File: config.mk
export PLATFORM = sky130hd
export DESIGN_NAME = btag_tracker_ss_flat
export DESIGN_NICKNAME = d
export VERILOG_FILES = /design/src/rtl/btag_tracker_ss_if.sv /design/src/rtl/btag_tracker_ss.sv /design/src/flat_wrapper.sv
export SDC_FILE = /design/constraint.sdc
export NUM_CORES = 1
export LEC_CHECK = 0
export CORE_ASPECT_RATIO = 1.1
export CORE_MARGIN = 1.5
export CORE_UTILIZATION = 41
export CTS_BUF_LIST = sky130_fd_sc_hd__clkbuf_8
export CTS_CLUSTER_DIAMETER = 120
export DETAILED_ROUTE_END_ITERATION = 10
export PLACE_DENSITY = 0.78
export SLEW_MARGIN = 5
export SYNTH_ARGS = -nofsm -noshare
export SYNTH_HDL_FRONTEND = slang
export SYNTH_SLANG_ARGS = --single-unit
File: constraint.sdc
create_clock -name clock -period 5.4 [get_ports clock]
set_clock_uncertainty 0.05 [all_clocks]
set_input_delay 0.54 -clock clock [delete_from_list [all_inputs] [get_ports clock]]
set_output_delay 0.54 -clock clock [all_outputs]
set_load 0.005 [all_outputs]
File: src/rtl/btag_tracker_ss_if.sv
// Dispatch, completion-bus and branch-tag result signals of the branch-tag tracker.
interface btag_tracker_ss_if #(
    parameter int BS_SIZE        = 8,
    parameter int DISPATCH_WIDTH = 2,
    parameter int CDB_PORTS      = 2
);
    localparam int AW = $clog2(DISPATCH_WIDTH + 1);
    localparam int FW = $clog2(BS_SIZE + 1);

    logic                                     flush;
    logic [DISPATCH_WIDTH-1:0]                disp_valid;
    logic [DISPATCH_WIDTH-1:0]                disp_branch;
    logic [CDB_PORTS-1:0]                     cdb_valid;
    logic [CDB_PORTS-1:0]                     cdb_squash;
    logic [CDB_PORTS-1:0][BS_SIZE-1:0]        cdb_btag;
    logic [BS_SIZE-1:0]                       live_tags;
    logic [DISPATCH_WIDTH-1:0][BS_SIZE-1:0]   slot_tag;
    logic [DISPATCH_WIDTH-1:0][BS_SIZE-1:0]   slot_mask;
    logic [AW-1:0]                            disp_accept;
    logic                                     bs_stall;
    logic [FW-1:0]                            free_cnt;

    // Pipeline side: drives dispatch and completion, consumes tags.
    modport master (
        output flush, disp_valid, disp_branch, cdb_valid, cdb_squash, cdb_btag,
        input  live_tags, slot_tag, slot_mask, disp_accept, bs_stall, free_cnt
    );

    // Tracker side.
    modport slave (
        input  flush, disp_valid, disp_branch, cdb_valid, cdb_squash, cdb_btag,
        output live_tags, slot_tag, slot_mask, disp_accept, bs_stall, free_cnt
    );
endinterface

File: src/rtl/btag_tracker_ss.sv
// Branch-tag tracker: one bit per in-flight branch, allocated downward from the
// lowest live bit (the frontier). Completions clear bits in the same cycle they
// arrive; mispredicts also clear every younger (lower-indexed) tag.
module btag_tracker_ss #(
    parameter int BS_SIZE        = 8,
    parameter int DISPATCH_WIDTH = 2,
    parameter int CDB_PORTS      = 2
) (
    input  logic              clock,
    input  logic              reset,
    btag_tracker_ss_if.slave  bus
);
    localparam int AW = $clog2(DISPATCH_WIDTH + 1);
    localparam int FW = $clog2(BS_SIZE + 1);

    logic [BS_SIZE-1:0]                     tags_reg;
    logic [BS_SIZE-1:0]                     tags_next;
    logic [FW-1:0]                          free_cnt_reg;
    logic [FW-1:0]                          free_cnt_next;

    logic [CDB_PORTS-1:0][BS_SIZE-1:0]      port_clear;
    logic [BS_SIZE-1:0]                     clear_all;
    logic [BS_SIZE-1:0]                     live;
    logic [FW-1:0]                          frontier;
    logic                                   block_disp;

    logic [DISPATCH_WIDTH-1:0][BS_SIZE-1:0] slot_tag_c;
    logic [DISPATCH_WIDTH-1:0][BS_SIZE-1:0] slot_mask_c;
    logic [BS_SIZE-1:0]                     grant_all;
    logic [AW-1:0]                          accept_cnt;
    logic [AW-1:0]                          valid_cnt;

    // Index of the lowest set bit; BS_SIZE when the vector is empty.
    function automatic logic [FW-1:0] lowest_set(input logic [BS_SIZE-1:0] v);
        logic [FW-1:0] idx;
        idx = FW'(BS_SIZE);
        for (int i = BS_SIZE - 1; i >= 0; i--) begin
            if (v[i]) begin
                idx = FW'(i);
            end
        end
        return idx;
    endfunction

    // Per-port clear vector: own bit on resolve, own bit and all younger on squash.
    // A zero tag means a non-branch completion and clears nothing.
    generate
        for (genvar gi = 0; gi < CDB_PORTS; gi++) begin : g_port
            assign port_clear[gi] =
                (!bus.cdb_valid[gi] || bus.cdb_btag[gi] == '0) ? '0 :
                bus.cdb_squash[gi] ? (bus.cdb_btag[gi] | (bus.cdb_btag[gi] - 1'b1)) :
                                     bus.cdb_btag[gi];
        end
    endgenerate

    // Merge completions into the live vector and locate the frontier.
    always_comb begin
        clear_all = '0;
        for (int p = 0; p < CDB_PORTS; p++) begin
            clear_all = clear_all | port_clear[p];
        end
        live       = tags_reg & ~clear_all;
        frontier   = lowest_set(live);
        block_disp = bus.flush | (|(bus.cdb_valid & bus.cdb_squash));
    end

    // Walk slots oldest-first, handing out frontier-1, frontier-2, ... to branches.
    always_comb begin
        logic [FW-1:0] pos;
        logic          stop;
        slot_tag_c  = '0;
        slot_mask_c = '0;
        grant_all   = '0;
        accept_cnt  = '0;
        valid_cnt   = '0;
        pos         = frontier;
        stop        = 1'b0;
        for (int s = 0; s < DISPATCH_WIDTH; s++) begin
            slot_mask_c[s] = live | grant_all;
            valid_cnt      = valid_cnt + AW'(bus.disp_valid[s]);
            if (!block_disp && !stop) begin
                if (!bus.disp_valid[s]) begin
                    stop = 1'b1;
                end else if (bus.disp_branch[s]) begin
                    if (pos == '0) begin
                        stop = 1'b1;
                    end else begin
                        pos           = pos - 1'b1;
                        slot_tag_c[s] = {{(BS_SIZE-1){1'b0}}, 1'b1} << pos;
                        grant_all     = grant_all | slot_tag_c[s];
                        accept_cnt    = accept_cnt + 1'b1;
                    end
                end else begin
                    accept_cnt = accept_cnt + 1'b1;
                end
            end
        end
    end

    // Next tag state: flush wipes everything, otherwise survivors plus new grants.
    always_comb begin
        tags_next     = bus.flush ? '0 : (live | grant_all);
        free_cnt_next = lowest_set(tags_next);
    end

    // State registers; reset dominates flush, dispatch and completion.
    always_ff @(posedge clock) begin
        if (reset) begin
            tags_reg     <= '0;
            free_cnt_reg <= FW'(BS_SIZE);
        end else begin
            tags_reg     <= tags_next;
            free_cnt_reg <= free_cnt_next;
        end
    end

    assign bus.live_tags   = live;
    assign bus.slot_tag    = slot_tag_c;
    assign bus.slot_mask   = slot_mask_c;
    assign bus.disp_accept = accept_cnt;
    assign bus.bs_stall    = !block_disp && (accept_cnt < valid_cnt);
    assign bus.free_cnt    = free_cnt_reg;
endmodule

File: src/flat_wrapper.sv
// flat-port wrapper written by rule: the top's interface ports become plain ports
module btag_tracker_ss_flat 
#(
    parameter int BS_SIZE        = 8,
    parameter int DISPATCH_WIDTH = 2,
    parameter int CDB_PORTS      = 2
)
  (clock, reset, bus_flush, bus_disp_valid, bus_disp_branch, bus_cdb_valid, bus_cdb_squash, bus_cdb_btag, bus_live_tags, bus_slot_tag, bus_slot_mask, bus_disp_accept, bus_bs_stall, bus_free_cnt);
  btag_tracker_ss_if #(.BS_SIZE(BS_SIZE), .DISPATCH_WIDTH(DISPATCH_WIDTH), .CDB_PORTS(CDB_PORTS)) bus_i ();
  input  logic clock;
  input  logic reset;
  input wire logic [$bits(bus_i.flush)-1:0] bus_flush;
  input wire logic [$bits(bus_i.disp_valid)-1:0] bus_disp_valid;
  input wire logic [$bits(bus_i.disp_branch)-1:0] bus_disp_branch;
  input wire logic [$bits(bus_i.cdb_valid)-1:0] bus_cdb_valid;
  input wire logic [$bits(bus_i.cdb_squash)-1:0] bus_cdb_squash;
  input wire logic [$bits(bus_i.cdb_btag)-1:0] bus_cdb_btag;
  output wire logic [$bits(bus_i.live_tags)-1:0] bus_live_tags;
  output wire logic [$bits(bus_i.slot_tag)-1:0] bus_slot_tag;
  output wire logic [$bits(bus_i.slot_mask)-1:0] bus_slot_mask;
  output wire logic [$bits(bus_i.disp_accept)-1:0] bus_disp_accept;
  output wire logic [$bits(bus_i.bs_stall)-1:0] bus_bs_stall;
  output wire logic [$bits(bus_i.free_cnt)-1:0] bus_free_cnt;
  assign bus_i.flush = bus_flush;
  assign bus_i.disp_valid = bus_disp_valid;
  assign bus_i.disp_branch = bus_disp_branch;
  assign bus_i.cdb_valid = bus_cdb_valid;
  assign bus_i.cdb_squash = bus_cdb_squash;
  assign bus_i.cdb_btag = bus_cdb_btag;
  assign bus_live_tags = bus_i.live_tags;
  assign bus_slot_tag = bus_i.slot_tag;
  assign bus_slot_mask = bus_i.slot_mask;
  assign bus_disp_accept = bus_i.disp_accept;
  assign bus_bs_stall = bus_i.bs_stall;
  assign bus_free_cnt = bus_i.free_cnt;
  btag_tracker_ss #(.BS_SIZE(BS_SIZE), .DISPATCH_WIDTH(DISPATCH_WIDTH), .CDB_PORTS(CDB_PORTS)) u_core (.clock(clock), .reset(reset), .bus(bus_i));
endmodule
[Yosys cells after proc, flatten, opt, wreduce, memory -nomap -nowiden]
Index checks and enable logic that the tools add are counted.
W data, S select, Z words.
Cells by class
  add/subtract/negate cells: 6
  $lt $le $gt $ge: 1
  shift operators: 2
  muxes and demuxes: 49
  bitwise gates (word level): 10
  reduce and logical (&&, ||, !) cells: 16
Operators by type and width (count)
  $mux W8: 17
  $mux W4: 20
  $or A8 B8 Y8: 6
  $logic_not A8 Y1: 2
  $shl A1 B4 Y8 const A: 2
  $sub A8 B1 Y8 const B: 2
  $mux W2: 6
  $and A8 B8 Y8: 1
  $logic_not A4 Y1: 2
  $not A8 Y8: 1
  $sub A4 B1 Y4 const B: 2
  $mux W1: 6
  $reduce_or A5 Y1: 1
  $logic_not A1 Y1: 4
  $reduce_or A2 Y1: 2
  $reduce_or A3 Y1: 1
  $add A1 B1 Y2: 1
  $add A2 B1 Y2 const B: 1
  $and A2 B2 Y2: 1
  $logic_and A1 B1 Y1: 2
  $logic_or A1 B1 Y1: 2
  $lt A2 B2 Y1: 1
  $or A1 B1 Y1: 1
Storage, ports and cells
  register bits after elaboration: 12
  output and inout bits: 47

[Logic depth before layout (Yosys ltp)]
Gate-level depths: netlist of run 1.
  word-level depth: 37
  depth in mapped cells: 21

[Least setup slack after synthesis of run 1]
No wires, ideal clock.
  path kind: input to output
  from: in bus_cdb_btag[12]
  to: out bus_bs_stall
  arrival: 4103 ps
  data required time: 4810 ps
  path slack: 707 ps
  stages: 19
  buffers on the path: 1
  cells stage by stage: or4_1 > o221ai_1 > nand3_2 > clkinv_1 > o22ai_1 > nor2_1 > ha_1 > clkbuf_1 > inv_1 > o21ai_0 > o311a_1 > or2_1 > nand3_1 > ha_1 > nand2b_1 > and3_1 > ha_1 > o21ai_0 > and3b_1
On the way
  elaborated cells between the ends (all ways): 41
  classes of those cells: 3 x add/sub; 1 x order compare; 26 x mux; 4 x bitwise; 7 x reduce/logical
RTL lines
  from (decl): line flat_wrapper.sv:17  | input wire logic [$bits(bus_i.cdb_btag)-1:0] bus_cdb_btag;
  $logic_not A8 Y1 *: line btag_tracker_ss.sv:50  | (!bus.cdb_valid[gi] || bus.cdb_btag[gi] == '0) ? '0 :
  $logic_or A1 B1 Y1 *: line btag_tracker_ss.sv:50
  $mux W8 *: line btag_tracker_ss.sv:50
  $or A8 B8 Y8 *: line btag_tracker_ss.sv:60  | clear_all = clear_all | port_clear[p];
  $not A8 Y8 *: line btag_tracker_ss.sv:62  | live = tags_reg & ~clear_all;
  $and A8 B8 Y8 *: line btag_tracker_ss.sv:62
  via bus_live_tags[0]: line flat_wrapper.sv:18  | output wire logic [$bits(bus_i.live_tags)-1:0] bus_live_tags;
  $mux W4 *: line btag_tracker_ss.sv:38  | if (v[i]) begin
  [... 5 more ...]
  $logic_not A4 Y1 / $add A2 B1 Y2 (equally long branches): line btag_tracker_ss.sv:85, btag_tracker_ss.sv:91, btag_tracker_ss.sv:94
  $mux W2: line btag_tracker_ss.sv:85  | if (pos == '0) begin
  $mux W2: line btag_tracker_ss.sv:84  | end else if (bus.disp_branch[s]) begin
  $mux W2: line btag_tracker_ss.sv:82  | if (!bus.disp_valid[s]) begin
  $mux W2 *: line btag_tracker_ss.sv:81  | if (!block_disp && !stop) begin
  via bus_disp_accept[1]: line flat_wrapper.sv:21  | output wire logic [$bits(bus_i.disp_accept)-1:0] bus_disp_accept;
  $lt A2 B2 Y1 *: line btag_tracker_ss.sv:121  | assign bus.bs_stall = !block_disp && (accept_cnt < valid_cnt);
  $logic_and A1 B1 Y1 *: line btag_tracker_ss.sv:121
  to (decl): line flat_wrapper.sv:22  | output wire logic [$bits(bus_i.bs_stall)-1:0] bus_bs_stall;
The timed path passes the listed nets; every way through them passes the cells marked *.

[Worst setup path in the final report of run 1]
  from: in bus_cdb_btag[3]
  to: out bus_disp_accept[0]
On the way
  word-level cells in the longest chain between the ends: 25
  elaborated cells between the ends (all ways): 39
  classes of those cells: 3 x add/sub; 26 x mux; 4 x bitwise; 6 x reduce/logical
Ends and longest elaborated chain
  $sub A8 B1 Y8: line btag_tracker_ss.sv:51  | bus.cdb_squash[gi] ? (bus.cdb_btag[gi] | (bus.cdb_btag[gi] - 1'b1)) :
  $or A8 B8 Y8: line btag_tracker_ss.sv:51
  $mux W8: line btag_tracker_ss.sv:51
  $mux W8 *: line btag_tracker_ss.sv:50
  $or A8 B8 Y8 *: line btag_tracker_ss.sv:60
  $not A8 Y8 *: line btag_tracker_ss.sv:62
  $and A8 B8 Y8 *: line btag_tracker_ss.sv:62
  $mux W4 (7 in series): line btag_tracker_ss.sv:38
  [... 3 more ...]
  $mux W4 / $mux W1 (equally long branches): line btag_tracker_ss.sv:84
  $mux W4 / $mux W2 (equally long branches): line btag_tracker_ss.sv:82
  $mux W4 / $mux W2 (equally long branches): line btag_tracker_ss.sv:81
  $logic_not A4 Y1 / $add A2 B1 Y2 (equally long branches): line btag_tracker_ss.sv:85, btag_tracker_ss.sv:91, btag_tracker_ss.sv:94
  $mux W2: line btag_tracker_ss.sv:85
  $mux W2: line btag_tracker_ss.sv:84
  $mux W2: line btag_tracker_ss.sv:82
  $mux W2 *: line btag_tracker_ss.sv:81
  to (decl): line flat_wrapper.sv:21
Mark *: on every way between the ends. The rest lies on a longest branch, timed or not.

==> flow_summary.toml, run 1 <==
[sta]
tightest_slew_ns = 0.6419
setup_viol = 0
finalHoldViolCount = 0
slew_violations = 0
max_slew_margin_pct = 57.21
clock.fmax_mhz = 189.8
fin_ws_ns = 0.1301
post-route-min-period_ns = 5.270
final.period_utilization_pct = 97.59

[global_route]
grt_pass1_vias = 2190
grt_pass1_wl_um = 10310
antenna_found_initial = 0
grt-ovfl-total = 0
groute.usage.overall_pct = 30.05
grt_max_degree = 15

[worst_setup_path]
r2r-end = "u_core.bus.free_cnt[3]$_SDFF_PP1_"
r2r-start = "u_core.tags_reg[7]$_SDFF_PP0_"
cp-end-kind = "output port"
crit_fanout = 6
crit_path_start_kind = "input port"
critical_path_arrival_ns = 4.68
worstSetupPathType = "in -> out"
worstPathRequired_ns = 4.81
r2r_slack_ns = 1.86
rr_worst_depth = 13

[logic_synthesis]
syn_inst = 217
ys_types = 65
ys.warnings.count = 0
async_reset_ff_share_pct = 0
syn_nets = 252
syn-cell-area_um2 = 1595
synth_ff_type = "dfxtp_1"
synth_edf_count = 0
ys_seq_area_share_pct = 15.06
ys_seq_elements = 12
syn_avg_cell_area_um2 = 7.352

[route]
wl_per_cell_um = 18.43
drt_iter0_drc = 157
viasPerCell = 6.008
routed_wl_um = 7224
dr.pass1.iters = 5
ant_nets = 0
drc = 0
vias = 2355

[clock_tree]
htreeDepth = 1
clk_latency_ns = 0.24
cts_sinks = 12
cts.path.max_buffers = 2
cts_root_buffer = "clkbuf_8"
ctsHoldBuffers = 0
cts_tree = "built"
clkTransAtPathRegs_ns = 0.05
numCtsBuffers = 3

[min_path]
min_path_cells = 2
hp-start = "reset"
hp-class = "in -> reg"
hold_end = "u_core.tags_reg[2]$_SDFF_PP0_"

[finish]
diodes = 0
final_cells = 392
final_nets = 378
drive_gt1_share_pct = 31.29
final_util_pct = 80.64
largest_register_ffs = 8
final_cell_mix = "66 x clkdlybuf4s50_1, 62 x buf_4, 25 x nor2_1"
layout_commonest_cell = "clkdlybuf4s50_1"
final_area_um2 = 2970
area.growth.synth_to_final_pct = 86.20

[placed_design]
place_inst = 378
place_hpwl_um = 5043
dp_slack_ns = -0.2426
dpl-instance-area_um2 = 2696
place.gp.congestion = 0.9603
port_buffers = 73

[die]
dieArea_um2 = 4275
core_area_um2 = 3684
ioPinCount = 74
die_y_um = 68.42
core.rowCount = 23
die_w_um = 62.48
start_util_pct = 43.31

[flow_run]
maxCapViolations = 0

[pwr]
total_leakage_power_nw = 1.387
pwr_density_cell_nw_per_um2 = 95.77
peakVddDrop_uv = 56.81

[run_status]
status = "finished, final reports clean"
==> area by class of cell <==
type | instances | area, µm²
flip-flops and latches | 12 | 240.2
repair buffers | 135 | 1202
well taps | 50 | 62.56
clock buffers | 4 | 55.05
inverters | 20 | 75.07
fillers | 252 | 713.2
multi-input cells | 171 | 1335
==> worst max path at each step <==
stage / startpoint / to / slack [ns] / depth (start not counted)
3_3_place_gp: bus_cdb_btag[9] / bus_bs_stall / -0.13 / 20
6_report: bus_cdb_btag[3] / bus_disp_accept[0] / 0.13 / 18
5_1_grt: bus_cdb_btag[1] / bus_disp_accept[0] / -0.13 / 20
4_1_cts: bus_cdb_btag[4] / bus_bs_stall / 0.004 / 20
3_5_place_dp: bus_cdb_btag[9] / bus_bs_stall / -0.24 / 20
2_1_floorplan: bus_cdb_btag[12] / bus_bs_stall / 0.71 / 19
==> critical path, cell delays in order <==
cell and delay [ns]:
clkdlybuf4s50_1 0.43, or4_4 0.58, o21ai_4 0.23, o211ai_1 0.19, buf_4 0.19, nand2_1 0.09
nor2_1 0.05, or2_4 0.27, ha_4 0.20, a21oi_1 0.23, a21o_1 0.14, and2_1 0.18
nand3_1 0.11, ha_1 0.29, nand2_1 0.05, a21boi_0 0.26, buf_4 0.16, clkdlybuf4s50_1 0.49
==> Yosys cell counts, types with 6 or more instances <==
cell type	n	area [µm²]
a31oi_1	6	37.54
or4_1	7	52.55
and2_1	6	37.54
o211ai_1	6	45.04
ha_1	8	100.1
and3_1	12	75.07
a21oi_1	8	40.04
nor2_1	28	105.1
dfxtp_1	12	240.2
inv_1	18	67.56
buf_4	8	60.06
nand2_1	12	45.04
==> logic make-up (layout without fill, tap and decap cells) <==
| family | count (synthesis) | after routing | synth area share [%] |
|---|---|---|---|
| AO/OA/AOI/OAI | 61 | 61 | 31.06 |
| buffers and inverters | 34 | 159 | 9.882 |
| AND/OR/NAND/NOR | 99 | 99 | 36.08 |
| adder cells (fa/ha/maj) | 8 | 8 | 6.275 |
| XOR/XNOR | 3 | 3 | 1.647 |
| flip-flops | 12 | 12 | 15.06 |
==> report_power, final <==
part           internal, W  switching, W  leakage (nW)
sequential       0.0000894   0.000000200        0.0968
combinational    0.0000518     0.0000471          1.26
clock            0.0000643     0.0000316        0.0288
total             0.000205     0.0000790          1.39
==> what timing repair did <==
action / in CTS / in global routing
pin swaps: 8 / 17
gates resized for setup: 17 / 18
cloned: 0 / 0
endpoints found under the setup margin: 2 / 3
buffers inserted: 4 / 6
==> per-stage QoR <==
step | total power (W) | hold slack, ns | TNS [ns]
global route | 0.0002947 | 1.017 | -0.2063
floorplan | 0.0001247 | 0.6944 | 0
finish | 0.0002845 | 1.008 | 0
CTS | 0.0002780 | 0.9829 | 0
global placement | 0.0001777 | 0.9796 | -0.1323
detailed placement | 0.0001793 | 0.9714 | -0.2426
==> per-layer routing <==
metal | vias to the layer above | wire [µm] | track usage [%] | share of wire [%]
met5 | - | 0 | 0 | 0
met1 | 1101 | 2723 | 33.96 | 38
met3 | 39 | 449 | 3.454 | 6.2
met4 | 0 | 361 | 10.56 | 5.0
li1 | 1060 | - | - | -
met2 | 155 | 3689 | 59.14 | 51
(Power assumes the default switching activity.)
==> run 2, diff against run 1 <==
- PLACE_DENSITY: 0.78 -> unset
- PLACE_DENSITY_LB_ADDON: unset -> 0.25
- clock period: 5.4 -> 6.3 ns (I/O delays scaled with it)
==> run 2 against run 1 <==
Effect of this change:
- final area is 17% lower
- flip-flop and latch count is the same
- final cell count is 14% lower
- via count shrank 16%
- critical path depth increased by 1
- non-clock buffer count decreased by 55
==> flow_summary.toml, run 2 (synthesis gave the netlist of run 1 again) <==
[run_status]
status = "finished, final reports clean"

[worst_setup_path]
worstPathRequired_ns = 5.62
rr_worst_depth = 16
cpLargestDelayFamily = "simple AND/OR/NAND/NOR gates"
cpMostUsedCell = "ha_1"
cp-end-kind = "output port"
r2r-end = "u_core.bus.free_cnt[0]$_SDFF_PP0_"
critical_path_arrival_ns = 5.35
endpoint = "bus_bs_stall"
path_cells = "clkdlybuf4s50_1, or4_1, o221ai_1, o211ai_1, nand2_1, o22ai_1, nor2_2, inv_1, ha_1, a211oi_1, or2_1, nand3_1, ha_1, nand2b_1, and3_1, ha_1, o21ai_0, and3b_1, clkdlybuf4s50_1"
crit_path_start_kind = "input port"
r2r-start = "u_core.tags_reg[7]$_SDFF_PP0_"
crit_buf_inv = 3
critPathMaxStageDelay_ns = 0.64
cpMaxStageDelayCell = "or4_1"
crit_fanout = 5
r2r_slack_ns = 2.73
worstSetupPathType = "in -> out"
cp_num_cells = 19
cp-startpoint = "bus_cdb_btag[9]"

[sta]
finalHoldViolCount = 0
clock.fmax_mhz = 165.9
final.period_utilization_pct = 95.69
slew_violations = 0
setup_viol = 0
fin_setup_tns_ns = 0
post-route-min-period_ns = 6.029
rsz0062_at_grt = "false"
tightest_slew_ns = 0.7314
max_slew_margin_pct = 50.89
worst_hold_slack_ns = 0.9205

[clock_tree]
cts.path.max_buffers = 2
clkTransAtPathRegs_ns = 0.05
clk_latency_ns = 0.24
cts_root_buffer = "clkbuf_8"
cts_tree = "built"
ctsHoldBuffers = 0
htreeDepth = 1
cts_sinks = 12
numCtsBuffers = 3

[global_route]
grt-ovfl-total = 0
antenna_found_initial = 0
grt_pass1_wl_um = 8763
grt_max_degree = 16
groute.usage.overall_pct = 25.96
grt_pass1_vias = 1855

[finish]
diodes = 0
layout_commonest_cell = "clkdlybuf4s50_1"
final_cell_mix = "73 x clkdlybuf4s50_1, 27 x nor2_1, 18 x inv_1"
n_fill_cell = 347
final_nets = 323
area.growth.synth_to_final_pct = 53.88
largest_register_ffs = 8
drive_gt1_share_pct = 13.59

[die]
die_w_um = 62.48
ioPinCount = 74
start_util_pct = 43.31
die_y_um = 68.42
core_area_um2 = 3684
core.rowCount = 23
dieArea_um2 = 4275

[route]
dr.pass1.iters = 4
vias = 1975
routed_wl_um = 5841
drt_iter0_drc = 121
ant_nets = 0
viasPerCell = 5.861
drc = 0
wl_per_cell_um = 17.33

[min_path]
hp-class = "reg -> reg"

[pwr]
peakVddDrop_uv = 105.5
pwr_density_cell_nw_per_um2 = 91.75
total_leakage_power_nw = 1.050

[placed_design]
port_buffers = 73
place_hpwl_um = 4434
place.gp.congestion = 1.022

[flow_run]
maxCapViolations = 0
## run 2: cell count changes in the layout (fill, tap and decap cells not counted), sizes merged
cell | previous run | this run
dlygate4sd2 | 3 | 0
clkdlybuf4s50 | 66 | 73
dlymetal6s2s | 4 | 0
buf | 62 | 7
## run 2: per-layer routing
layer  share of wire, %  wire [µm]  track usage, %
met1                 45       2605           33.50
met2                 48       2794           44.22
met3                6.6        388           3.454
met4               0.91         53           10.83
met5                  0          0               0
## run 2: power breakdown
group          total [W]  internal, W  leakage, nW  switching (W)
clock network  0.0000827    0.0000551       0.0288      0.0000275
logic          0.0000657    0.0000329        0.925      0.0000328
registers      0.0000768    0.0000766       0.0968    0.000000244
## run 2: layout make-up
cell class | count | area (µm²) | share of cell area, %
flip-flops and latches | 12 | 240.2 | 9.786
repair buffers | 80 | 783.3 | 31.91
multi-input cells | 171 | 1239 | 50.46
well taps | 50 | 62.56 | 2.548
clock buffers | 4 | 55.05 | 2.243
inverters | 20 | 75.07 | 3.058
## run 2: worst register-to-register path, delay by kind of cell, from the launching register on
family | cells | cell delay (ns)
fa+ha+maj | 1 | 0.25
flops | 1 | 0.32
buf+inv | 1 | 0.18
simple gates | 7 | 1.03
compound gates | 7 | 1.66
## run 2: worst min-delay path by stage
stage	from	end	slack, ns	cells after the start
after global routing	u_core.tags_reg[5]$_SDFF_PP0_	u_core.tags_reg[5]$_SDFF_PP0_	0.96	4
after detailed placement	u_core.tags_reg[5]$_SDFF_PP0_	u_core.tags_reg[5]$_SDFF_PP0_	0.88	4
after global placement	u_core.tags_reg[5]$_SDFF_PP0_	u_core.tags_reg[5]$_SDFF_PP0_	0.88	4
final	u_core.tags_reg[5]$_SDFF_PP0_	u_core.tags_reg[5]$_SDFF_PP0_	0.92	4
after CTS	u_core.tags_reg[5]$_SDFF_PP0_	u_core.tags_reg[5]$_SDFF_PP0_	0.90	4
after floorplan	bus_flush	u_core.bus.free_cnt[1]$_SDFF_PP0_	0.78	2
## run 2: per-stage QoR
| step | instance area, µm² | util, % | std cells | setup WS [ns] | total power [W] |
|---|---|---|---|---|---|
| after CTS | 2414 | 65.52 | 337 | 0.1162 | 0.0002233 |
| final | 2455 | 66.64 | 337 | 0.2713 | 0.0002252 |
| after detailed placement | 2359 | 64.03 | 333 | 0.1158 | 0.0001404 |
| after global placement | 2359 | 64.03 | 333 | 0.1912 | 0.0001399 |
| after global routing | 2455 | 66.64 | 337 | 0.002668 | 0.0002356 |
| after floorplan | 1595 | - | 217 | 1.427 | 0.0001069 |
## run 2: what timing repair did
action                                  in CTS  in global routing
gates resized for setup                      0                  8
buffers inserted                             0                  0
endpoints found under the hold margin        0                  0
endpoints found under the setup margin       0                  1
==> run 3, diff against run 2 <==
- CAP_MARGIN: unset -> 20
- CORE_UTILIZATION: 41 -> 46
==> run 3 against run 2 <==
Effect of this change:
- critical path depth grew 3
- first-iteration DRC count rose by 18%
- via count up 1.9%
- hold slack improved by 0.012 ns
- total power is essentially flat
- flip-flop and latch count stayed put
- critical endpoint unchanged
==> flow_summary.toml, run 3 (synthesis gave the netlist of run 1 again) <==
[sta]
clock.fmax_mhz = 166.3
finalHoldViolCount = 0
fin_setup_tns_ns = 0
rsz0062_at_grt = "false"
max_slew_margin_pct = 56.28
tightest_slew_ns = 0.6511
post-route-min-period_ns = 6.015
final.period_utilization_pct = 95.47
slew_violations = 0
worst_hold_slack_ns = 0.9329
setup_viol = 0

[worst_setup_path]
crit_fanout = 7
cp-end-kind = "output port"
worstSetupPathType = "in -> out"
path_cells = "clkdlybuf4s50_1, or4_1, o21ai_2, o221ai_2, inv_2, nor2_1, nor2_1, nor2_1, or2_2, ha_2, a41oi_1, o21ai_0, o311a_1, or2_1, nand3_1, ha_1, nand2b_1, and3_1, ha_1, o21ai_0, and3b_1, clkdlybuf4s50_1"
worstPathRequired_ns = 5.62
critPathMaxStageDelay_ns = 0.61
crit_path_start_kind = "input port"
cpMostUsedCell = "nor2_1"
cpMaxStageDelayCell = "or4_1"
critical_path_arrival_ns = 5.33

[global_route]
grt_pass1_wl_um = 8280
groute.usage.overall_pct = 27.65
antenna_found_initial = 0
grt_max_degree = 16
grt-ovfl-total = 0
grt_pass1_vias = 1813

[clock_tree]
htreeDepth = 1
cts_root_buffer = "clkbuf_8"
ctsHoldBuffers = 0
cts.path.max_buffers = 2
clk_latency_ns = 0.24
numCtsBuffers = 3
cts_setup_buffers = 0
cts_tree = "built"
clkTransAtPathRegs_ns = 0.05
cts_sinks = 12

[route]
highest_layer = "met4"
wl_per_cell_um = 16.16
dr.pass1.iters = 5
routed_wl_um = 5431
drt_iter0_drc = 143
vias = 2012
viasPerCell = 5.988
wl_met2_um = 2532
m1WireLength_um = 2242
routed-wl-met3_um = 492
drc = 0
ant_nets = 0

[die]
ioPinCount = 74
start_util_pct = 47.90
core_area_um2 = 3331
dieArea_um2 = 3831
core.rowCount = 22
die_w_um = 59.15
die_y_um = 64.77

[pwr]
peakVddDrop_uv = 88.47
finalPower_w = 0.0002251
total_leakage_power_nw = 1.051
pwr_density_cell_nw_per_um2 = 92.65

[placed_design]
dpl-instance-area_um2 = 2364
place.gp.congestion = 1.014
port_buffers = 73
place_hpwl_um = 4312

[finish]
final_cell_mix = "73 x clkdlybuf4s50_1, 27 x nor2_1, 18 x inv_1"
n_fill_cell = 288
layout_commonest_cell = "clkdlybuf4s50_1"
area.growth.synth_to_final_pct = 52.31
drive_gt1_share_pct = 12.50
final_area_um2 = 2430
largest_register_ffs = 8
diodes = 0
final_util_pct = 72.95
final_nets = 324

[flow_run]
maxCapViolations = 0

[run_status]
status = "finished, final reports clean"

[min_path]
hp-class = "reg -> reg"
-- run 3: cell types whose count changed in the layout (fill, tap and decap cells not counted) --
cell / previous run / this run
a41oi_1: 2 / 3
a41oi_2: 1 / 0
buf_4: 7 / 8
nor3_1: 3 / 4
nor3_2: 1 / 0
o21ai_2: 0 / 1
o21ai_4: 1 / 0
o221ai_1: 3 / 4
o221ai_2: 3 / 2
or4_1: 6 / 7
or4_4: 2 / 1
-- run 3: final timing paths --
path / from / to / slack [ns] / cells after the start
worst max-delay path: bus_cdb_btag[0] / bus_bs_stall / 0.29 / 22
worst min-delay path: u_core.tags_reg[5]$_SDFF_PP0_ / u_core.tags_reg[5]$_SDFF_PP0_ / 0.93 / 4
worst max register to register: u_core.tags_reg[7]$_SDFF_PP0_ / u_core.bus.free_cnt[3]$_SDFF_PP1_ / 2.52 / 15
worst min register to register: u_core.tags_reg[5]$_SDFF_PP0_ / u_core.tags_reg[5]$_SDFF_PP0_ / 0.93 / 4
-- run 3: final cells by class --
cell class                 count  area (µm²)  area share (%)
tap                           48       60.06           2.472
sequential                    12       240.2           9.887
inverter                      20       75.07           3.090
timing repair buffer          81       790.8           32.54
multi-input combinational    171        1209           49.74
clock buffer                   4       55.05           2.266
-- run 3: metal layers --
metal	GRT usage, %	up-vias
met1	35.00	912
met4	10.23	0
met5	0	-
met2	46.11	131
met3	4.790	20
li1	-	949
-- run 3: power by group --
| part | total (W) | internal, W | switching, W |
|---|---|---|---|
| logic | 0.0000645 | 0.0000327 | 0.0000318 |
| registers | 0.0000767 | 0.0000766 | 0.000000176 |
| clock network | 0.0000839 | 0.0000552 | 0.0000287 |
| total | 0.000225 | 0.000164 | 0.0000607 |
-- run 3: what timing repair did --
item / 4_1_cts / 5_1_grt
endpoints found under the setup margin: 0 / 1
resized for setup: 0 / 3
hold endpoints to repair: 0 / 0
-- run 3: through the flow --
step           setup slack (ns)  std cells
2_1_floorplan             1.427        217
3_3_place_gp             0.2449        332
3_5_place_dp             0.1667        332
4_1_cts                  0.1619        336
5_1_grt                0.002099        336
6_report                 0.2851        336
-- run 3: critical path: cells and delay by family --
family                   cells  cell delay, ns
AO/OA/AOI/OAI                6            0.99
adder cells (fa/ha/maj)      3            0.61
buffers and inverters        3            1.11
AND/OR/NAND/NOR             10            1.98
